--- config.mk ---
export PLATFORM = sky130hd
export DESIGN_NAME = bresenham_stream
export DESIGN_NICKNAME = d
export VERILOG_FILES = /design/src/rtl/bresenham_stream.sv
export SDC_FILE = /design/constraint.sdc
export NUM_CORES = 1
export LEC_CHECK = 0
export CELL_PAD_IN_SITES_DETAIL_PLACEMENT = 1
export CELL_PAD_IN_SITES_GLOBAL_PLACEMENT = 1
export CORE_UTILIZATION = 48
export CTS_CLUSTER_SIZE = 25
export DETAILED_ROUTE_END_ITERATION = 10
export PLACE_DENSITY_LB_ADDON = 0.25
export SLEW_MARGIN = 40
export SYNTH_ARGS = -nofsm -noshare
export SYNTH_HDL_FRONTEND = slang
export SYNTH_SLANG_ARGS = --single-unit
--- constraint.sdc ---
create_clock -name clk -period 8 [get_ports clk]
set_clock_uncertainty 0.2 [all_clocks]
set_input_delay 1.6 -clock clk [delete_from_list [all_inputs] [get_ports clk]]
set_output_delay 1.6 -clock clk [all_outputs]
set_load 0.01 [all_outputs]
--- src/rtl/bresenham_stream.sv ---
// Bresenham line rasteriser with a streaming pixel output.
// Takes one line command (two endpoints) over a valid/ready handshake and
// emits every pixel from (x0,y0) to (x1,y1) inclusive. The output stream
// supports backpressure and abort. A one-cycle done pulse publishes the
// pixel count of each completed line.
module bresenham_stream #(
  parameter int W = 10
) (
  input  logic         clk,
  input  logic         reset,
  // command side
  input  logic         cmd_valid,
  output logic         cmd_ready,
  input  logic [W-1:0] x0,
  input  logic [W-1:0] y0,
  input  logic [W-1:0] x1,
  input  logic [W-1:0] y1,
  input  logic         abort,
  // pixel stream side
  output logic         pix_valid,
  input  logic         pix_ready,
  output logic [W-1:0] pix_x,
  output logic [W-1:0] pix_y,
  output logic         pix_last,
  // status
  output logic         busy,
  output logic         done,
  output logic [W:0]   count
);

  typedef enum logic {
    IDLE = 1'b0,
    RUN  = 1'b1
  } state_t;

  state_t state, state_next;

  // Line parameters captured at the command handshake.
  logic [W-1:0]          end_x, end_y;
  logic [W:0]            dx;        // |x1-x0|, non-negative
  logic signed [W+1:0]   dy;        // -|y1-y0|, non-positive
  logic                  sx_neg;    // x steps downwards
  logic                  sy_neg;    // y steps downwards
  logic signed [W+1:0]   err;
  logic [W:0]            pix_cnt;

  // Combinational helpers.
  logic [W-1:0]          adx, ady;
  logic signed [W+2:0]   e2;
  logic signed [W+2:0]   dy_ext, dx_ext;
  logic                  step_x, step_y;
  logic signed [W+1:0]   add_dy, add_dx, err_next;
  logic [W-1:0]          x_next, y_next;
  logic                  handshake;

  // Absolute endpoint distances for the incoming command.
  always_comb begin
    adx = (x1 >= x0) ? (x1 - x0) : (x0 - x1);
    ady = (y1 >= y0) ? (y1 - y0) : (y0 - y1);
  end

  // One Bresenham step evaluated from the current error term. Both axis
  // tests use the same doubled error, so a diagonal step is a single cycle.
  // The widths leave one spare bit above the worst full-scale error so the
  // doubled term cannot overflow.
  always_comb begin
    e2       = $signed({err, 1'b0});
    dy_ext   = {dy[W+1], dy};
    dx_ext   = $signed({2'b00, dx});
    step_x   = (e2 >= dy_ext);
    step_y   = (e2 <= dx_ext);
    add_dy   = step_x ? dy : '0;
    add_dx   = step_y ? $signed({1'b0, dx}) : '0;
    err_next = err + add_dy + add_dx;
    x_next   = step_x ? (sx_neg ? pix_x - 1'b1 : pix_x + 1'b1) : pix_x;
    y_next   = step_y ? (sy_neg ? pix_y - 1'b1 : pix_y + 1'b1) : pix_y;
  end

  // Endpoint detection on the registered coordinate, gated to RUN so the
  // cleared registers in IDLE never look like an endpoint.
  assign pix_last  = (state == RUN) && (pix_x == end_x) && (pix_y == end_y);

  // Abort wins over a simultaneous transfer: that pixel is not consumed.
  assign handshake = pix_valid && pix_ready && !abort;

  // State register.
  // NOTE: sequential state uses non-blocking assignments so every flop
  // samples pre-edge values regardless of statement order.
  always_ff @(posedge clk or posedge reset) begin
    if (reset) state <= IDLE;
    else       state <= state_next;
  end

  // Next-state and handshake outputs.
  // NOTE: every output gets a default first so no path leaves it unassigned
  // and no latch is inferred.
  always_comb begin
    state_next = state;
    cmd_ready  = 1'b0;
    pix_valid  = 1'b0;
    busy       = 1'b0;
    unique case (state)
      IDLE: begin
        cmd_ready = 1'b1;
        if (cmd_valid) state_next = RUN;
      end
      RUN: begin
        pix_valid = 1'b1;
        busy      = 1'b1;
        if (abort)                       state_next = IDLE;
        else if (pix_ready && pix_last)  state_next = IDLE;
      end
      default: state_next = IDLE;
    endcase
  end

  // Datapath: load line parameters on a command, advance one pixel per
  // accepted transfer, and publish done/count when the endpoint goes out.
  // NOTE: all datapath flops are plain registers, not a memory, so every one
  // is cleared by the asynchronous reset.
  always_ff @(posedge clk or posedge reset) begin
    if (reset) begin
      end_x   <= '0;
      end_y   <= '0;
      pix_x   <= '0;
      pix_y   <= '0;
      dx      <= '0;
      dy      <= '0;
      sx_neg  <= 1'b0;
      sy_neg  <= 1'b0;
      err     <= '0;
      pix_cnt <= '0;
      done    <= 1'b0;
      count   <= '0;
    end else begin
      done <= 1'b0;
      unique case (state)
        IDLE: begin
          if (cmd_valid) begin
            end_x   <= x1;
            end_y   <= y1;
            pix_x   <= x0;
            pix_y   <= y0;
            dx      <= {1'b0, adx};
            dy      <= -$signed({2'b00, ady});
            sx_neg  <= !(x0 < x1);
            sy_neg  <= !(y0 < y1);
            err     <= $signed({2'b00, adx}) - $signed({2'b00, ady});
            pix_cnt <= '0;
          end
        end
        RUN: begin
          if (handshake) begin
            pix_cnt <= pix_cnt + 1'b1;
            if (pix_last) begin
              done  <= 1'b1;
              count <= pix_cnt + 1'b1;
            end else begin
              pix_x <= x_next;
              pix_y <= y_next;
              err   <= err_next;
            end
          end
        end
        default: ;
      endcase
    end
  end

endmodule

# ---- Yosys cells after proc, flatten, opt, wreduce, memory -nomap -nowiden
# Index checks and enable logic that the tools add are counted.
dict set report word_totals {
  ramBits 0
  elab_cells 86
  reg_bits 100
  inputBits 45
  rom_bits 0
  latch_bits 0
  n_memories 0
  out_inout_bits 36
}
dict set report op_classes {
  shift 0
  n_addsub 13
  order_cmp 6
  n_div 0
  n_mux 32
  bitwise 1
  n_mul 0
  reduce_logical 14
  eq_ne 7
}
# operator count
set op_table {}
lappend op_table {{10-bit two-way mux} 13}
lappend op_table {{12-bit two-way mux} 4}
lappend op_table {{10-bit one-hot mux with 2 select lines} 2}
lappend op_table {{10-bit subtractor} 4}
lappend op_table {{12-bit one-hot mux with 2 select lines} 1}
lappend op_table {{11-bit two-way mux} 2}
lappend op_table {{11-bit one-hot mux with 2 select lines} 1}
lappend op_table {{10-bit by 1-bit adder with 10-bit output (second input constant)} 2}
lappend op_table {{10-bit == test} 2}
lappend op_table {{10-bit greater-or-equal comparator} 2}
lappend op_table {{10-bit < comparator} 2}
lappend op_table {{10-bit by 1-bit subtractor with 10-bit output (second input constant)} 2}
lappend op_table {{13-bit by 12-bit greater-or-equal comparator with 1-bit output} 1}
lappend op_table {{13-bit by 11-bit less-or-equal comparator with 1-bit output} 1}
lappend op_table {{12-bit by 11-bit adder with 12-bit output} 1}
lappend op_table {{12-bit adder} 1}
lappend op_table {{10-bit negation with 12-bit output} 1}
lappend op_table {{11-bit by 1-bit adder with 11-bit output (second input constant)} 1}
lappend op_table {{10-bit by 10-bit subtractor with 11-bit output} 1}
lappend op_table {{1-bit two-way mux} 8}
lappend op_table {{4-bit AND reduction} 2}
lappend op_table {{2-bit by 1-bit != test with 1-bit output (second input constant)} 3}
lappend op_table {{3-bit AND reduction} 2}
lappend op_table {{1-bit logical AND} 5}
lappend op_table {{5 further kinds} 9}

# ---- Depth between registers and ports, before layout
# Gate-level depths: netlist of run 1.
dict set report logic_depth {
  depth_word 7
  mapped_depth 24
  depth_no_buf 23
}

# ---- Worst setup path before layout of run 1
# OpenSTA, ideal clock, no wires.
dict set report synth_timing {
  path_kind {input to register}
  from {in x1[0]}
  to {reg err[9]}
  arrival_ns 5.789
  t_required_ns 7.735
  slack_ns 1.946
  cell_stages 19
  setup_ns 0.065
  n_path_buf 1
  path_cell_list {inv_1 > ha_1 > inv_1 > fa_1 > nand3_1 > a31oi_1 > o41ai_2 > clkbuf_1 > mux2_2 > ha_1 > nor2b_1 > o21ai_0 > a21boi_0 > o21ai_0 > a21boi_0 > o41ai_1 > or4b_2 > o211ai_1 > mux2_2}
}
dict set report synth_via {
  elab_chain_cells 5
  word_cells_on_any_way 7
  cone_classes {3 x add/sub; 1 x order compare; 3 x mux}
}
# element line
set synth_rtl {}
lappend synth_rtl {{start, declared} 16} ;# input logic [W-1:0] x1,
lappend synth_rtl {{10-bit subtractor or 10-bit greater-or-equal comparator (tied branches)} 58} ;# adx = (x1 >= x0) ? (x1 - x0) : (x0 - x1);
lappend synth_rtl {{10-bit two-way mux *} 58}
lappend synth_rtl {{via adx[1]} 48} ;# logic [W-1:0] adx, ady;
lappend synth_rtl {{10-bit by 10-bit subtractor with 11-bit output *} 148} ;# err <= $signed({2'b00, adx}) - $signed({2'b00, ady});
lappend synth_rtl {{12-bit two-way mux *} 139} ;# if (cmd_valid) begin
lappend synth_rtl {{12-bit one-hot mux with 2 select lines *} 137} ;# unique case (state)
lappend synth_rtl {{end signal, assigned} 148}
lappend synth_rtl {{end signal, assigned} 161} ;# err <= err_next;
lappend synth_rtl {{end, declared} 44} ;# logic signed [W+1:0] err;
# The timed path passes the listed nets; every way through them passes the cells marked *. The select of a mux whose other input is x is not followed.
# A chain may end at the register's enable or synchronous reset.

# ---- Worst setup path in the final report of run 1
dict set report layout_timing {
  from {in y0[0]}
  to {reg err[9]}
}
dict set report layout_via {
  elab_chain_cells 5
  word_cells_on_any_way 7
  cone_classes {3 x add/sub; 1 x order compare; 3 x mux}
}
# element line
set layout_rtl {}
lappend layout_rtl {{start, declared} 15} ;# input logic [W-1:0] y0,
lappend layout_rtl {{10-bit subtractor or 10-bit greater-or-equal comparator (tied branches)} 59} ;# ady = (y1 >= y0) ? (y1 - y0) : (y0 - y1);
lappend layout_rtl {{10-bit two-way mux *} 59}
lappend layout_rtl {{10-bit by 10-bit subtractor with 11-bit output *} 148}
lappend layout_rtl {{12-bit two-way mux *} 139}
lappend layout_rtl {{12-bit one-hot mux with 2 select lines *} 137}
# Mark *: on every way between the ends. The rest lies on a longest branch, timed or not. The select of a mux whose other input is x is not followed.

==> results of run 1 <==
-- layout by cell type (no fill, tap or decap), types with 10 or more instances in the layout --
master	n
and3_1	13
nor3_1	16
inv_1	101
nor2b_1	16
clkdlybuf4s50_1	80
nand2b_1	13
o21a_1	10
nand4_1	12
mux2i_1	21
xor2_1	32
ha_1	100
a21o_1	22
o21ai_0	115
fa_1	18
xnor2_1	39
a21oi_1	56
dfrtp_1	100
nand3_1	15
a31oi_1	12
nor2_1	47
and2_1	19
nand2_1	124
-- layout make-up --
type	count	area (sq um)	area share
clock inverter	7	66.3	0.00656
tap	229	287	0.0284
inverter	102	385	0.0381
clock buffer	9	225	0.0223
sequential	100	2500	0.248
multi-input combinational	799	5760	0.570
timing repair buffer	90	880	0.0870
-- logic make-up after synthesis --
logic type      count (synthesis)
compound gates                277
xor+xnor                       71
fa+ha+maj                     118
buf+inv                       139
flops                         100
mux                            30
simple gates                  303
-- worst max path at each step --
stage	from	end	slack, ns	cells past startpoint
after floorplan	x1[0]	err[9]	1.95	19
after global placement	x0[1]	err[9]	1.39	17
after detailed placement	x0[1]	err[9]	1.24	17
after CTS	x0[1]	err[9]	1.58	17
after global routing	y0[0]	err[9]	1.29	20
final	y0[0]	err[9]	1.65	20
-- worst max-delay path: cells and delay by family --
kind / cells / cell delay (ns)
adders and majority gates: 3 / 0.90
buffers and inverters: 3 / 0.78
muxes: 2 / 0.30
AOI/OAI and AO/OA: 9 / 1.83
and+or+nand+nor: 3 / 1.04
-- power groups by stage --
stage | clock, W | sequential, W | combinational (W)
6_report | 0.000448 | 0.000823 | 0.00223
2_1_floorplan | 0 | 0.000801 | 0.00156
4_1_cts | 0.000453 | 0.000822 | 0.00223
3_3_place_gp | 0 | 0.000823 | 0.00208
5_1_grt | 0.000467 | 0.000844 | 0.00248
3_5_place_dp | 0 | 0.000828 | 0.00220
-- sequential cells by signal (all words and copies together) (netlist names) --
| name | cells |
|---|---|
| count | 11 |
| done | 1 |
| dx | 10 |
| dy | 12 |
| end_x | 10 |
| end_y | 10 |
| err | 12 |
| pix_cnt | 11 |
| pix_x | 10 |
| pix_y | 10 |
| state | 1 |
| sx_neg | 1 |
| sy_neg | 1 |
-- per-layer routing --
layer  vias to the layer above  part of all wire
li1                       3703                 -
met1                      3746              0.46
met2                       134              0.49
met3                        43             0.024
met4                         0             0.028
met5                         -                 0
-- per-stage QoR --
stage               cell area, sq um  setup slack, ns  std cells
global placement                9790             1.39       1320
global route                   10100             1.29       1336
CTS                            10100             1.58       1336
finish                         10100             1.65       1336
floorplan                       8780             1.95       1038
detailed placement              9800             1.24       1320
==> results.md, run 1 <==
Detailed routing:
- The average via count per standard cell is 5.71.
- Once detail routing completed, the nets flagged for antenna violations numbered 0.
- Summing over every cut layer, the via total after detailed routing is 7,626.
- The pre-antenna-repair detailed-routing pass consisted of 4 iterations.
- The routed design has 25.0 mm of wire.
- The detail-routed net length per standard cell is 18.7 um.
- The number of remaining DRC errors is 0.
- For this block, the initial DRC count from the detailed router was 276.

Critical path:
- The signal on the critical path passes through clkdlybuf4s50_1 -> ha_1 -> inv_1 -> fa_1 -> a21oi_1 -> o22ai_1 -> o21ba_2 -> nor2_1 -> mux2i_1 -> buf_4 -> ha_1 -> nor2b_1 -> o21ai_0 -> a21boi_0 -> o21ai_0 -> a21boi_0 -> o41ai_1 -> or4b_2 -> o211ai_1 -> mux2_2.
- Along the worst path, the maximum fanout reaches 6.
- The required time at the worst-slack endpoint is 8.10 ns.
- The kind of launch point of the worst setup path is a primary input.
- The category of the most critical setup path is primary input to register.
- The delay contributed by the slowest stage of the critical path is 0.61 ns.
- The library cell contributing the largest single delay on the critical path is or4b_2.
- The worst-case register-to-register setup slack is 2.61 ns.
- The source of the worst register-to-register timing path is err[1].
- The number of cells on the worst reg-to-reg path is 20.
- The endpoint identified for the worst register-to-register timing path is err[9].
- Data on the critical path arrives at its endpoint at 6.45 ns.
- STA classifies the critical path endpoint as a register.

Global routing:
- The busiest metal layer after global routing is met2.
- The number of antenna violations at the first check in global routing is 0.
- The via count of the first global-routing pass is 7,896.
- The total global routing overflow is 0.
- The maximum number of pins on one net before global-route repair is 74.
- The overall global routing resource usage is 0.283.
- The first-pass GRT wire length is 41.0 mm.
- In the global route stage, met1 resource usage came out at 0.371.
- The met2 track demand over resource is 0.485.
- The met3 demand-to-capacity share in global routing is 0.0250.

Logic synthesis:
- Measured against the total synthesized area, the mux share comes to 0.0355.
- The most frequently used cell type in the post-synthesis netlist is nand2_1.
- Ranked by instance count, the synthesized netlist is headed by nand2_1, o21ai_0, inv_1.
- The area share of and/or/nand/nor cells after synthesis is 0.168.
- The mean instance size in the synthesized netlist is 8.46 sq um.
- The cell area that synthesis handed to floorplanning was 0.00878 sq mm.
- The fraction of the mapped netlist area in compound gates is 0.195.
- The synthesis-stage register bit count is 100.
- Of the total synthesized cell area, the portion taken by XOR and XNOR cells is 0.0708.
- The count of synthesis-stage warnings from yosys is 0.
- The main combinational cell family by area after synthesis is compound AO/OA/AOI/OAI gates.
- The number of nets in the synthesized netlist is 1,201.
- Of the synthesized area, sequential elements account for 0.285.
- Ranked by total cell area, the synthesized netlist is headed by dfrtp_1, ha_1, o21ai_0, nand2_1, inv_1.
- The library cell occupying the most area in the post-synthesis netlist is dfrtp_1.
- Yosys mapped a number of flops with a built-in enable equal to 0.
- For this run, asynchronously set or reset flops after synthesis account for 1.00.
- Of the total synthesized cell area, the portion taken by full adders, half adders and majority gates is 0.184.
- The cell count after synthesis is 1,038.
- The distinct cell type count of the synthesized netlist is 74.
- In the synthesized netlist the dominant register cell turns out to be dfrtp_1.
- The share of synthesized area in the top cell type comes to 0.285.

Power and ir drop:
- For this design the static power due to leakage is 4.76 nW.
- In this run the power spent charging and discharging nets is 0.00163 W.
- The worst vdd rail ir drop is 0.171 mV.
- The total internal power is 0.00187 W.
- The part of the power in registers is 0.235.
- Of the total power, the clock network draws 0.128.
- The completed layout was analyzed and its total power is 0.00350 W.
- The switching power share of the total is 0.465.
- The share of total power dissipated in combinational logic is 0.636.
- Power spread over the standard cell area amounts to 346 mW/mm^2.

Hold path:
- The startpoint identified for the worst hold timing path is count[1].
- The capture endpoint of the worst hold path is count[1].
- The path class of the tightest hold or removal check is register to register.
- The worst hold path cell count is 2.

Die:
- In this run the count of I/O pins placed on the die edge is 81.
- The initial core utilization is 0.489.
- The die is 137 um tall.
- From left edge to right edge, the die measures 137 um.
- The placement row count is 49.
- The die footprint is 0.0188 sq mm.
- In this run the standard cell core region covers 0.0180 sq mm.

STA:
- Timing would allow up to 158 MHz.
- The final count of pins violating max slew is 0.
- The final clock period utilization by the worst path is 0.794.
- In this run the tightest slew margin relative to its limit is 0.522.
- The number of failing hold endpoints at the final stage was 0.
- Setup repair after global routing left no endpoint under its margin.
- The tightest hold path in the finished design has a slack of 0.271 ns.
- The slew at the pin with the worst max-slew slack is 0.718 ns.
- The final critical delay including setup and external delays is 6.35 ns.
- The total negative slack is 0 ns.
- The number of setup violations in the final report is 0.

Finish:
- The count of filler cells inserted in the layout is 2,165.
- The number of nets in the final layout is 1,265.
- In the final layout, the share of cells above drive strength 1 is 0.0524.
- The number of diodes is 0.
- The fraction of the core area covered by cells at the end of the flow is 0.563.
- The post-synthesis to final-layout area growth is 15.1%.

CTS:
- TritonCTS built the clock tree.
- In this run, post-CTS repair resized a total of 0 instances.
- The root buffer cell chosen for the clock tree is clkbuf_16.
- The clock transition at the register clock pins on the worst setup and hold paths after CTS is 0.08 ns.
- The number of buffers added for setup after CTS is 0.
- Counting every sink on the clock net gives 100.
- The maximum level of the CTS H-tree is 3.
- The cts-stage hold buffer count is 0.
- The clock passes through at most 2 buffers.
- The clock reaches the later pin of the worst-skew pair after 0.36 ns.
- The number of buffers inserted during clock tree synthesis is 9.

Placed design:
- The quantity of I/O buffers inserted on ports is 80.
- The placer congestion estimate is 0.881.
- Detailed placement ended at an HPWL of 19.3 mm.

Flow run:
- The max-capacitance violation count is 0.

Status:
- The flow ran to the end, and the final reports show no timing, DRC or antenna violations.
Power figures use the tool's default switching activity.
==> run 2: changes to the inputs <==
CORE_UTILIZATION = 41   (was 48)
clock period = 5.7 ns   (was 8 ns; I/O delays follow)
==> run 2 against run 1 <==
  * Via count is 1.2% higher
  * Critical path depth is 1 lower
  * Power is 42% higher
  * Largest power group unchanged
  * Highest routed layer unchanged
  * Largest cell class unchanged
  * Register-to-register slack worse by 2.2 ns
==> results.md, run 2 (synthesized netlist as in run 1, its figures left out) <==
Status:
- Status: finished, final reports clean (unchanged).

Finish:
- The count of filler cells inserted in the layout is 2,534 (was 2,165).
- The share of post-route cells with drive strength above 1 came to 0.0872 (was 0.0524).
- The number of nets in the final layout came to 1,305 (was 1,265).
- The sequential cell area in the final layout is 0.00250 sq mm (unchanged).
- The most frequent standard cell in the layout excluding fill and tap cells is nand2_1 (unchanged).
- The post-synthesis to final-layout area growth came to 19.2% (was 15.1%).
- The fraction of the core area covered by cells at the end of the flow came to 0.498 (was 0.563).
- The area of the multi-input gates was 0.00576 sq mm (unchanged).
- The number of diodes came to 0 (unchanged).
- Highest-count cells in the layout ignoring fill and taps: nand2_1, o21ai_0, inv_1 (unchanged).
- Top flop regs: dy (12), err (12) (unchanged).

STA:
- The final count of pins violating max slew is 0 (unchanged).
- The worst hold slack across all endpoints is 0.269 ns (was 0.271 ns).
- Unrepaired setup endpoints after global routing: no (unchanged).
- The slew at the pin with the worst max-slew slack is 0.729 ns (was 0.718 ns).
- The final critical delay including setup and external delays is 5.34 ns.
- The number of setup violations in the final report was 0 (unchanged).
- Static timing analysis puts the maximum clock frequency at 187 MHz.
- Of the available clock period, the critical path in the final layout requires 0.937.
- The number of failing hold endpoints at the final stage is 0 (unchanged).
- The relative slew slack is 0.514 (was 0.522).

Die:
- The placement row count is 53 (was 49).
- The area inside the core boundary is 0.0210 sq mm (was 0.0180 sq mm).
- The chip width is 148 um (was 137 um).
- The initial core utilization is 0.418 (was 0.489).
- The die footprint was 0.0220 sq mm (was 0.0188 sq mm).
- The y dimension of the die was 148 um (was 137 um).
- The number of top-level pins came to 81 (unchanged).

CTS:
- The worst-skew pair later-pin latency came to 0.36 ns (about the same).
- The clock transition at the register clock pins on the worst setup and hold paths after CTS came to 0.08 ns (about the same).
- The number of buffers added for setup after CTS is 0 (unchanged).
- The TritonCTS clock tree is built (unchanged).
- The number of clock sinks seen by CTS came to 100 (unchanged).
- The maximum level of the CTS H-tree is 3 (unchanged).
- The number of buffers inserted during clock tree synthesis is 9 (unchanged).
- The cell at the root of the clock tree is clkbuf_16 (unchanged).
- The number of buffers between clock root and the deepest sink is 2 (unchanged).

Placed design:
- The HPWL after detailed placement is 19.9 mm (was 19.3 mm).
- The quantity of I/O buffers inserted on ports is 80 (unchanged).
- The placer congestion estimate came to 0.880 (was 0.881).

Detailed routing:
- The first-pass detailed-route iteration total is 4 (unchanged).
- The total length of routed wires is 25.1 mm (was 25.0 mm).
- The via count is 7,715 (was 7,626).
- The post-detailed-route count of antenna-violating nets is 0 (unchanged).
- The detailed-route wire length on metal 1 is 11.9 mm (was 11.5 mm).
- The met2 wire length is 12.1 mm (was 12.2 mm).
- The violation count after the first detailed-route iteration is 299 (was 276).
- The number of remaining DRC errors is 0 (unchanged).
- The highest metal layer with signal wires is met4 (unchanged).
- The total met3 wirelength after detailed routing was 537 um (was 607 um).
- The detail-routed net length per standard cell was 17.7 um (was 18.7 um).
- The average via count per standard cell is 5.43 (was 5.71).

Critical path:
- The kind of launch point of the worst setup path is a primary input (unchanged).
- The category of the most critical setup path is primary input to register (unchanged).
- The maximum fanout along the worst path was 8 (was 6).
- The element type at the critical path end is a register (unchanged).
- The required time at the worst-slack endpoint is 5.80 ns (was 8.10 ns).
- The arrival time at the worst endpoint is 5.44 ns (was 6.45 ns).

Power and ir drop:
- The reported leakage power is 4.95 nW (was 4.76 nW).
- The areal power density over the cells is 474 mW/mm^2 (was 346 mW/mm^2).
- The total design power came to 0.00496 W (was 0.00350 W).
- The worst vdd rail ir drop was 0.205 mV (was 0.171 mV).

Global routing:
- The via count of the first global-routing pass is 8,033 (was 7,896).
- The number of antenna violations at the first check in global routing is 0 (unchanged).
- The first-pass GRT wire length is 41.3 mm (was 41.0 mm).
- The overall global routing resource usage is 0.238 (was 0.283).
- The maximum number of pins on one net before global-route repair is 67 (was 74).
- The total global routing overflow came to 0 (unchanged).

Hold path:
- The worst min-delay path class is register to register (unchanged).

Flow run:
- The max-capacitance violation count is 0 (unchanged).
run 2: cell types whose count changed in the layout (fill, tap and decap cells not counted), sizes merged:
| cell | before | now |
|---|---|---|
| buf | 10 | 50 |
| inv | 107 | 105 |
| clkinv | 2 | 3 |
| clkinvlp | 0 | 1 |
run 2: path summary, 6_finish.rpt:
path,from,endpoint,slack (ns),cells after the start
min,count[1],count[1],0.27,2
max,x0[0],err[9],0.36,19
min in group asynchronous,reset,done,1.03,2
max in group asynchronous,reset,end_x[5],3.29,3
max reg2reg,err[1],err[9],0.39,19
min reg2reg,count[1],count[1],0.27,2
run 2: final cells by class:
type	instances	share of cell area
sequential	100	0.239
tap	275	0.0329
timing repair buffer	130	0.112
clock buffer	9	0.0215
inverter	102	0.0371
clock inverter	7	0.00669
multi-input combinational	799	0.550
run 2: report_power, final:
part,internal [W],switching (W)
registers,0.000908,0.000253
logic,0.00147,0.00170
clock network,0.000309,0.000319
total,0.00269,0.00227
run 2: what timing repair did:
item / in CTS / in global routing
gates resized for setup: 0 / 6
hold endpoints to repair: 0 / 0
endpoints found under the setup margin: 0 / 2
hold buffers: 0 / 0
run 2: worst max-delay path, cell delays in order:
cell             delay (ns)
clkdlybuf4s50_1        0.51
ha_1                   0.18
inv_1                  0.05
fa_1                   0.39
nand3_1                0.12
a31oi_1                0.10
o41ai_2                0.28
buf_4                  0.21
mux2_2                 0.33
a211o_1                0.31
a31oi_1                0.21
xnor2_1                0.17
ha_1                   0.26
nor2_1                 0.07
nor2_1                 0.13
o41ai_2                0.10
or4b_2                 0.60
o211ai_1               0.10
mux2_2                 0.17
run 2: stage by stage:
stage	area, sq um	worst slack (ns)	instances	setup TNS, ns
floorplan	8780	0.106	1038	0
global placement	10100	0.0422	1406	0
detailed placement	10200	-0.0894	1406	-0.0894
CTS	10400	0.263	1422	0
global route	10500	0.0205	1422	0
finish	10500	0.357	1422	0
run 2: per-layer routing:
layer,global-route usage,up-vias
li1,-,3781
met1,0.313,3797
met2,0.409,107
met3,0.0252,30
met4,0.0742,0
met5,0,-
